## src/rtl/i2c_bridge_pkg.sv

```systemverilog
// ============================================================================
// Module      : i2c_bridge_pkg
// Description : Shared encodings for the UART-to-I2C frame bridge: I2C master
//               commands, response status codes and FSM state encodings.
// Revision    : 1.0 - initial frame-level bridge
// ============================================================================
`timescale 1ns/1ps
`default_nettype none

package i2c_bridge_pkg;

    localparam logic [2:0] c_cmd_start     = 3'd0;
    localparam logic [2:0] c_cmd_write     = 3'd1;
    localparam logic [2:0] c_cmd_read_ack  = 3'd2;
    localparam logic [2:0] c_cmd_read_nack = 3'd3;
    localparam logic [2:0] c_cmd_stop      = 3'd4;

    localparam logic [7:0] c_st_ok        = 8'h00;
    localparam logic [7:0] c_st_addr_nack = 8'h01;
    localparam logic [7:0] c_st_data_nack = 8'h02;
    localparam logic [7:0] c_st_bad_len   = 8'h03;
    localparam logic [7:0] c_st_timeout   = 8'h04;

    typedef enum logic [3:0] {
        S_IDLE    = 4'd0,
        S_GET_LEN = 4'd1,
        S_START   = 4'd2,
        S_ADDR    = 4'd3,
        S_W_WAIT  = 4'd4,
        S_W_SEND  = 4'd5,
        S_RD      = 4'd6,
        S_STOP    = 4'd7,
        S_STAT    = 4'd8,
        S_CHK     = 4'd9
    } bridge_state_t;

    typedef enum logic [1:0] {
        D_IDLE = 2'd0,
        D_HI   = 2'd1,
        D_LO   = 2'd2
    } drain_state_t;

endpackage

`default_nettype wire

```

## src/rtl/byte_fifo.sv

```systemverilog
// ============================================================================
// Module      : byte_fifo
// Description : Synchronous show-ahead FIFO; simultaneous push and pop are
//               both honoured, a push while full is dropped.
// Revision    : 1.0 - initial release
// ============================================================================
`timescale 1ns/1ps
`default_nettype none

module byte_fifo #(
    parameter int WIDTH = 8,
    parameter int DEPTH = 32
) (
    input  logic                   clk,
    input  logic                   reset_n,
    input  logic                   i_push,
    input  logic [WIDTH-1:0]       i_push_data,
    input  logic                   i_pop,
    output logic [WIDTH-1:0]       o_pop_data,
    output logic                   o_full,
    output logic                   o_empty,
    output logic [$clog2(DEPTH):0] o_count
);

    localparam int c_aw = $clog2(DEPTH);

    logic [WIDTH-1:0] r_mem [DEPTH];
    logic [c_aw-1:0]  r_wr_ptr;
    logic [c_aw-1:0]  r_rd_ptr;
    logic [c_aw:0]    r_count;
    logic             w_do_push;
    logic             w_do_pop;

    assign o_empty    = (r_count == '0);
    assign o_full     = (r_count == (c_aw+1)'(DEPTH));
    assign o_count    = r_count;
    assign o_pop_data = r_mem[r_rd_ptr];
    assign w_do_pop   = i_pop && !o_empty;
    assign w_do_push  = i_push && (!o_full || w_do_pop);

    always_ff @(posedge clk) begin
        if (w_do_push) begin
            r_mem[r_wr_ptr] <= i_push_data;
        end
    end

    always_ff @(posedge clk) begin
        if (!reset_n) begin
            r_wr_ptr <= '0;
            r_rd_ptr <= '0;
            r_count  <= '0;
        end else begin
            if (w_do_push) begin
                r_wr_ptr <= r_wr_ptr + c_aw'(1);
            end
            if (w_do_pop) begin
                r_rd_ptr <= r_rd_ptr + c_aw'(1);
            end
            case ({w_do_push, w_do_pop})
                2'b10:   r_count <= r_count + (c_aw+1)'(1);
                2'b01:   r_count <= r_count - (c_aw+1)'(1);
                default: r_count <= r_count;
            endcase
        end
    end

    always_ff @(posedge clk) begin
        if (reset_n) begin
            assert (!(i_push && !w_do_push))
                else $error("byte_fifo: push while full dropped");
        end
    end

endmodule

`default_nettype wire

```

## src/rtl/i2c_uart_bridge.sv

```systemverilog
// ============================================================================
// Module      : i2c_uart_bridge
// Description : Parses UART frames into multi-byte I2C bursts and returns a
//               status byte plus read data. Optional checksum byte per
//               response when I2C_UART_BRIDGE_CHKSUM_EN is defined.
// Revision    : 1.0 - successor to the single-byte strobe controller
// ============================================================================
`timescale 1ns/1ps
`default_nettype none

module i2c_uart_bridge
    import i2c_bridge_pkg::*;
#(
    parameter int MAX_LEN     = 16,
    parameter int TXF_DEPTH   = 32,
    parameter int TIMEOUT_CYC = 100000
) (
    input  logic       clk,
    input  logic       reset_n,
    input  logic       rx_valid,
    input  logic [7:0] rx_data,
    input  logic       tx_busy,
    output logic       tx_start,
    output logic [7:0] tx_data,
    output logic       i2c_cmd_valid,
    input  logic       i2c_cmd_ready,
    output logic [2:0] i2c_cmd,
    output logic [7:0] i2c_wdata,
    input  logic       i2c_rsp_valid,
    input  logic       i2c_rsp_ack,
    input  logic [7:0] i2c_rdata,
    output logic       busy,
    output logic [7:0] err_cnt
);

    localparam logic [7:0]        c_max_len = 8'(MAX_LEN);
    localparam int                c_to_w    = $clog2(TIMEOUT_CYC + 1);
    localparam logic [c_to_w-1:0] c_to_max  = c_to_w'(TIMEOUT_CYC);

    bridge_state_t r_state;
    drain_state_t  r_drain;
    logic          r_rw;
    logic [6:0]    r_addr;
    logic [7:0]    r_rem;
    logic [7:0]    r_wbyte;
    logic [7:0]    r_status;
    logic          r_stat_pend;
    logic [7:0]    r_drop_cnt;
    logic          r_wait_rsp;
    logic          r_push;
    logic          r_push_stat;
    logic [7:0]    r_push_data;
    logic [c_to_w-1:0] r_to_cnt;

    logic       w_rx;
    logic       w_rx_drop;
    logic       w_timeout;
    logic       w_rsp;
    logic       w_to_run;
    logic       w_cmd_state;
    logic [2:0] w_cmd_sel;
    logic [7:0] w_wdata_sel;
    logic       w_pop;
    logic [7:0] w_fifo_rdata;
    logic       w_fifo_full;
    logic       w_fifo_empty;
    logic [$clog2(TXF_DEPTH):0] w_fifo_count;
    logic       w_unused;

`ifdef I2C_UART_BRIDGE_CHKSUM_EN
    localparam bridge_state_t c_resp_end = S_CHK;
    logic [7:0] r_xor;
    logic [7:0] w_xor_next;

    // Includes a push landing this very cycle so the checksum never lags.
    assign w_xor_next = r_xor ^ (r_push ? r_push_data : 8'h00);

    always_ff @(posedge clk) begin
        if (!reset_n) begin
            r_xor <= 8'h00;
        end else if (r_state == S_IDLE && w_rx) begin
            r_xor <= 8'h00;
        end else begin
            r_xor <= w_xor_next;
        end
    end
`else
    localparam bridge_state_t c_resp_end = S_IDLE;
`endif

    assign w_rx      = rx_valid && (r_drop_cnt == 8'd0);
    assign w_rx_drop = rx_valid && (r_drop_cnt != 8'd0);
    assign w_timeout = (r_to_cnt == c_to_max);
    assign w_rsp     = r_wait_rsp && i2c_rsp_valid;
    assign w_to_run  = (r_state == S_GET_LEN) || (r_state == S_W_WAIT);
    assign busy      = (r_state != S_IDLE);
    assign w_unused  = ^{w_fifo_full, w_fifo_count};

    always_comb begin
        w_cmd_state = 1'b1;
        w_cmd_sel   = c_cmd_start;
        w_wdata_sel = r_wbyte;
        case (r_state)
            S_START:  w_cmd_sel = c_cmd_start;
            S_ADDR: begin
                w_cmd_sel   = c_cmd_write;
                w_wdata_sel = {r_addr, r_rw};
            end
            S_W_SEND: w_cmd_sel = c_cmd_write;
            S_RD:     w_cmd_sel = (r_rem == 8'd1) ? c_cmd_read_nack : c_cmd_read_ack;
            S_STOP:   w_cmd_sel = c_cmd_stop;
            default:  w_cmd_state = 1'b0;
        endcase
    end

    always_ff @(posedge clk) begin
        if (!reset_n || rx_valid || !w_to_run) begin
            r_to_cnt <= '0;
        end else if (!w_timeout) begin
            r_to_cnt <= r_to_cnt + c_to_w'(1);
        end
    end

    always_ff @(posedge clk) begin
        if (!reset_n) begin
            r_state       <= S_IDLE;
            r_rw          <= 1'b0;
            r_addr        <= 7'd0;
            r_rem         <= 8'd0;
            r_wbyte       <= 8'd0;
            r_status      <= 8'd0;
            r_stat_pend   <= 1'b0;
            r_drop_cnt    <= 8'd0;
            r_wait_rsp    <= 1'b0;
            r_push        <= 1'b0;
            r_push_stat   <= 1'b0;
            r_push_data   <= 8'd0;
            i2c_cmd_valid <= 1'b0;
            i2c_cmd       <= c_cmd_start;
            i2c_wdata     <= 8'd0;
        end else begin
            r_push      <= 1'b0;
            r_push_stat <= 1'b0;
            if (w_rx_drop) begin
                r_drop_cnt <= r_drop_cnt - 8'd1;
            end

            // Every command state shares one issue/accept/response sequence.
            if (w_cmd_state && !i2c_cmd_valid && !r_wait_rsp) begin
                i2c_cmd_valid <= 1'b1;
                i2c_cmd       <= w_cmd_sel;
                i2c_wdata     <= w_wdata_sel;
            end else if (i2c_cmd_valid && i2c_cmd_ready) begin
                i2c_cmd_valid <= 1'b0;
                r_wait_rsp    <= 1'b1;
            end else if (w_rsp) begin
                r_wait_rsp <= 1'b0;
            end

            case (r_state)
                S_IDLE: begin
                    if (w_rx) begin
                        r_rw    <= rx_data[7];
                        r_addr  <= rx_data[6:0];
                        r_state <= S_GET_LEN;
                    end
                end
                S_GET_LEN: begin
                    if (w_rx) begin
                        if (rx_data == 8'd0 || rx_data > c_max_len) begin
                            r_push      <= 1'b1;
                            r_push_stat <= 1'b1;
                            r_push_data <= c_st_bad_len;
                            r_state     <= c_resp_end;
                        end else begin
                            r_rem   <= rx_data;
                            r_state <= S_START;
                        end
                    end else if (w_timeout) begin
                        r_push      <= 1'b1;
                        r_push_stat <= 1'b1;
                        r_push_data <= c_st_timeout;
                        r_state     <= c_resp_end;
                    end
                end
                S_START: begin
                    if (w_rsp) begin
                        r_state <= S_ADDR;
                    end
                end
                S_ADDR: begin
                    if (w_rsp) begin
                        if (!i2c_rsp_ack) begin
                            r_status    <= c_st_addr_nack;
                            r_stat_pend <= 1'b1;
                            r_drop_cnt  <= r_rw ? 8'd0 : r_rem;
                            r_state     <= S_STOP;
                        end else if (r_rw) begin
                            r_push      <= 1'b1;
                            r_push_stat <= 1'b1;
                            r_push_data <= c_st_ok;
                            r_state     <= S_RD;
                        end else begin
                            r_state <= S_W_WAIT;
                        end
                    end
                end
                S_W_WAIT: begin
                    if (w_rx) begin
                        r_wbyte <= rx_data;
                        r_state <= S_W_SEND;
                    end else if (w_timeout) begin
                        r_status    <= c_st_timeout;
                        r_stat_pend <= 1'b1;
                        r_state     <= S_STOP;
                    end
                end
                S_W_SEND: begin
                    if (w_rsp) begin
                        if (i2c_rsp_ack) begin
                            r_rem <= r_rem - 8'd1;
                            if (r_rem == 8'd1) begin
                                r_status    <= c_st_ok;
                                r_stat_pend <= 1'b1;
                                r_state     <= S_STOP;
                            end else begin
                                r_state <= S_W_WAIT;
                            end
                        end else begin
                            r_status    <= c_st_data_nack;
                            r_stat_pend <= 1'b1;
                            r_drop_cnt  <= r_rem - 8'd1;
                            r_state     <= S_STOP;
                        end
                    end
                end
                S_RD: begin
                    if (w_rsp) begin
                        r_push      <= 1'b1;
                        r_push_data <= i2c_rdata;
                        r_rem       <= r_rem - 8'd1;
                        if (r_rem == 8'd1) begin
                            r_state <= S_STOP;
                        end
                    end
                end
                S_STOP: begin
                    if (w_rsp) begin
                        r_state <= S_STAT;
                    end
                end
                S_STAT: begin
                    if (r_stat_pend) begin
                        r_push      <= 1'b1;
                        r_push_stat <= 1'b1;
                        r_push_data <= r_status;
                        r_stat_pend <= 1'b0;
                    end
                    r_state <= c_resp_end;
                end
`ifdef I2C_UART_BRIDGE_CHKSUM_EN
                S_CHK: begin
                    r_push      <= 1'b1;
                    r_push_data <= w_xor_next;
                    r_state     <= S_IDLE;
                end
`endif
                default: r_state <= S_IDLE;
            endcase
        end
    end

    always_ff @(posedge clk) begin
        if (!reset_n) begin
            err_cnt <= 8'd0;
        end else if (r_push && r_push_stat && r_push_data != 8'd0 && err_cnt != 8'hFF) begin
            err_cnt <= err_cnt + 8'd1;
        end
    end

    byte_fifo #(
        .WIDTH (8),
        .DEPTH (TXF_DEPTH)
    ) u_txf (
        .clk         (clk),
        .reset_n     (reset_n),
        .i_push      (r_push),
        .i_push_data (r_push_data),
        .i_pop       (w_pop),
        .o_pop_data  (w_fifo_rdata),
        .o_full      (w_fifo_full),
        .o_empty     (w_fifo_empty),
        .o_count     (w_fifo_count)
    );

    assign w_pop = (r_drain == D_IDLE) && !w_fifo_empty && !tx_busy;

    always_ff @(posedge clk) begin
        if (!reset_n) begin
            r_drain  <= D_IDLE;
            tx_start <= 1'b0;
            tx_data  <= 8'd0;
        end else begin
            tx_start <= 1'b0;
            case (r_drain)
                D_IDLE: begin
                    if (w_pop) begin
                        tx_start <= 1'b1;
                        tx_data  <= w_fifo_rdata;
                        r_drain  <= D_HI;
                    end
                end
                D_HI:    if (tx_busy)  r_drain <= D_LO;
                D_LO:    if (!tx_busy) r_drain <= D_IDLE;
                default: r_drain <= D_IDLE;
            endcase
        end
    end

endmodule

`default_nettype wire
```

## config.mk

```make
export PLATFORM = sky130hd
export DESIGN_NAME = i2c_uart_bridge
export DESIGN_NICKNAME = d
export VERILOG_FILES = /design/src/rtl/i2c_bridge_pkg.sv /design/src/rtl/byte_fifo.sv /design/src/rtl/i2c_uart_bridge.sv
export SDC_FILE = /design/constraint.sdc
export NUM_CORES = 1
export LEC_CHECK = 0
export BUFFER_PORTS_ARGS = -buffer_cell sky130_fd_sc_hd__clkbuf_2
export CELL_PAD_IN_SITES_DETAIL_PLACEMENT = 2
export CELL_PAD_IN_SITES_GLOBAL_PLACEMENT = 2
export CORE_UTILIZATION = 44
export DETAILED_ROUTE_END_ITERATION = 8
export GPL_TIMING_DRIVEN = 0
export PLACE_DENSITY_LB_ADDON = 0.1
export SLEW_MARGIN = 20
export SYNTH_ARGS = -nofsm -noshare
export SYNTH_HDL_FRONTEND = slang
export SYNTH_SLANG_ARGS = --single-unit
```

## constraint.sdc

```tcl
create_clock -name clk -period 3.2 [get_ports clk]
set_input_delay 0.32 -clock clk [delete_from_list [all_inputs] [get_ports clk]]
set_output_delay 0.32 -clock clk [all_outputs]
set_load 0.02 [all_outputs]
```

==> impl_metrics.toml <==
[run_status]
status = "complete, no violations"

[sta]
tightest_slew_ns = 1.02
timing.fmax_mhz = 321
setup_violations = 0
hold_violations = 0
timing.final.crit_period_ns = 3.12
slew_violations = 0
hold_ws_ns = 0.0179
finalCritPeriodShare_pct = 97.4
max_slew_margin_pct = 31.7
rsz0062_at_grt = "false"
finClkSkew_ns = 0.0202

[logic_synthesis]
yosys.area_share.adder_pct = 1.11
ys_seq_elements = 371
ys_async_sr_fraction_pct = 0
synthSimpleGateAreaFrac_pct = 11.5
ys_warn_count = 0
synth_xor_area_share_pct = 2.45
ys_seq_area_share_pct = 63.5
synth-edff-count = 256
muxShareOfSynthArea_pct = 10.4
synth_top_family_by_area = "simple AND/OR/NAND/NOR gates"
synth_compound_gate_area_share_pct = 8.57
synth_fp_nets = 1256
synthesis.area_um2 = 15700
synthCells = 1219
ys.flop_type = "edfxtp_1"
yosysUniqueCellTypes = 72
syn_avg_cell_area_um2 = 12.9

[clocking]
ctsHoldBuffers = 0
cts_buffers = 41
clkSlewWorstSetupHoldPaths_ns = 0.06
cts_tree = "done"
clk_latency_ns = 0.55
cts.sink_count = 371
cts_max_level = 2
cts-root-buf = "clkbuf_16"
clockBufferDepth = 3
postCtsSetupRepairBufs = 0

[finish]
diodes = 0
fin_area_um2 = 17900
area_growth_pct = 14.1
nets = 1347
final_common_cell = "edfxtp_1"
fin_util_pct = 51.5
final_cell_mix = "256 x edfxtp_1, 148 x nor2_1, 106 x dfxtp_1"
drive_gt1_share_pct = 15.1

[place]
place_area_um2 = 16600
routabilityCongestion = 0.812
port_buffers = 51
place_hpwl_mm = 33.0

[grt]
grt_pass1_wl_mm = 76.4
grt_pass1_vias = 12000
grtUsageTotal_pct = 28.6
grt_max_degree = 35
grt.overflow.total = 0
antenna_found_initial = 0

[drt]
met3WireLength_mm = 2.03
top_layer = "met4"
met1_length_mm = 20.0
wl_per_cell_um = 28.2
wirelength_mm = 50.6
post_drt_via_cell_ratio = 5.94
routed-via-count = 10700
first_pass_iters = 5
drt_iter0_drc = 588
met2WireLength_mm = 26.8
detail-route-antenna-nets = 0
drcViolationCount = 0

[worst_setup_path]
rrSetupSlack_ns = 0.08
start_kind = "flop"
cp.required_ns = 3.63
critPathCaptureType = "flop"
crit_fanout = 10
crit_arrival_ns = 3.54
path_class = "reg2reg"

[die]
die_area_um2 = 36500
die_w_um = 191
rows = 68
pin_count = 53
start_util_pct = 45.1
core_area_um2 = 34900
dieHeight_um = 191

[flow_run]
cap_violations = 0

[hold_path]
hold_path.class = "in2reg"

[power]
irDropWorstVdd_mv = 0.380
p_per_area_nw_per_um2 = 680
p_leak_uw = 0.00604
[worst paths after layout]
check / to / cells after the start / from
worst min register to register: tx_data[3] / 2 / tx_data[3]
worst max register to register: tx_data[6] / 6 / u_txf.r_rd_ptr[3]
worst min-delay path: r_push_data[6] / 3 / i2c_rdata[6]
worst max-delay path: tx_data[6] / 6 / u_txf.r_rd_ptr[3]
[stage by stage]
step	setup slack [ns]	TNS, ns	cells	power [µW]
floorplan	0.302	0	1219	6850
global placement	-0.664	-2.83	1725	7420
detailed placement	-0.842	-4.36	1725	7510
CTS	0.0521	0	1796	12300
global route	0.0364	0	1796	12600
finish	0.0834	0	1796	12200
[routing by layer]
layer,track usage [%],up-vias
li1,-,4772
met1,34.1,5509
met2,52.2,283
met3,3.47,102
met4,11.2,0
met5,0,-
[sequential cells by signal, indices dropped and copies added (netlist names), 4 cells and up]
register        cells
tx_data             8
err_cnt             8
r_wbyte             8
u_txf.o_count       6
u_txf.r_wr_ptr      5
r_drop_cnt          8
r_push_data         8
u_txf.r_rd_ptr      5
r_addr              7
u_txf.r_mem       256
r_rem               8
i2c_wdata           8
r_to_cnt           17
r_state             4
[cell usage after synthesis, types with 5 or more instances]
library cell | number | share of area [%]
xor2_1 | 24 | 1.3
clkbuf_1 | 55 | 1.3
nand3_1 | 15 | 0.48
and2_1 | 5 | 0.20
or3_1 | 5 | 0.20
o21a_1 | 7 | 0.33
a22oi_1 | 5 | 0.24
and3_1 | 6 | 0.24
inv_1 | 21 | 0.50
mux4_2 | 32 | 4.6
a221oi_1 | 19 | 1.1
o31ai_1 | 6 | 0.29
nor2_1 | 148 | 3.5
mux2i_1 | 89 | 5.7
a21oi_1 | 49 | 1.6
nand2_1 | 88 | 2.1
nor4_1 | 9 | 0.36
nor2b_1 | 14 | 0.56
a311oi_1 | 9 | 0.50
xnor2_1 | 20 | 1.1
nor3_1 | 20 | 0.64
buf_2 | 14 | 0.45
a2111oi_0 | 8 | 0.45
edfxtp_1 | 256 | 49
o221ai_1 | 8 | 0.45
nand4_1 | 15 | 0.60
dfxtp_1 | 115 | 15
a221o_1 | 9 | 0.57
o21ai_0 | 47 | 1.5
nand3b_1 | 9 | 0.43
nand2b_1 | 6 | 0.24
ha_1 | 14 | 1.1
[critical path, stage by stage (launching register included)]
cell	delay, ns
dfxtp_1	0.43
buf_1	0.53
buf_1	0.57
mux4_2	0.46
o21ai_0	0.63
a221o_1	0.28
o21ai_0	0.10
[power by group]
group,internal [µW],total (µW),switching [µW]
registers,5390,5700,305
clock network,2800,4780,1980
logic,638,1730,1090
total,8830,12200,3370
[layout make-up]
| cell class | count | area, µm² |
|---|---|---|
| buffer | 72 | 319 |
| clock buffer | 58 | 1210 |
| clock inverter | 16 | 146 |
| fill | 3383 | 16900 |
| inverter | 21 | 78.8 |
| multi-input combinational | 752 | 5370 |
| sequential | 371 | 10000 |
| tap | 455 | 569 |
| timing repair buffer | 51 | 255 |
[repair_timing]
action	4_1_cts	5_1_grt
pin swaps	1	2
setup endpoints to repair	14	4
resized for setup	9	9
[cell families after synthesis]
| kind of cell | after synthesis |
|---|---|
| DFF | 371 |
| buffers and inverters | 96 |
| AOI/OAI and AO/OA | 200 |
| adders and majority gates | 14 |
| muxes | 123 |
| and+or+nand+nor | 371 |
| xor gates and xnor gates | 44 |
(Power assumes the default switching activity.)
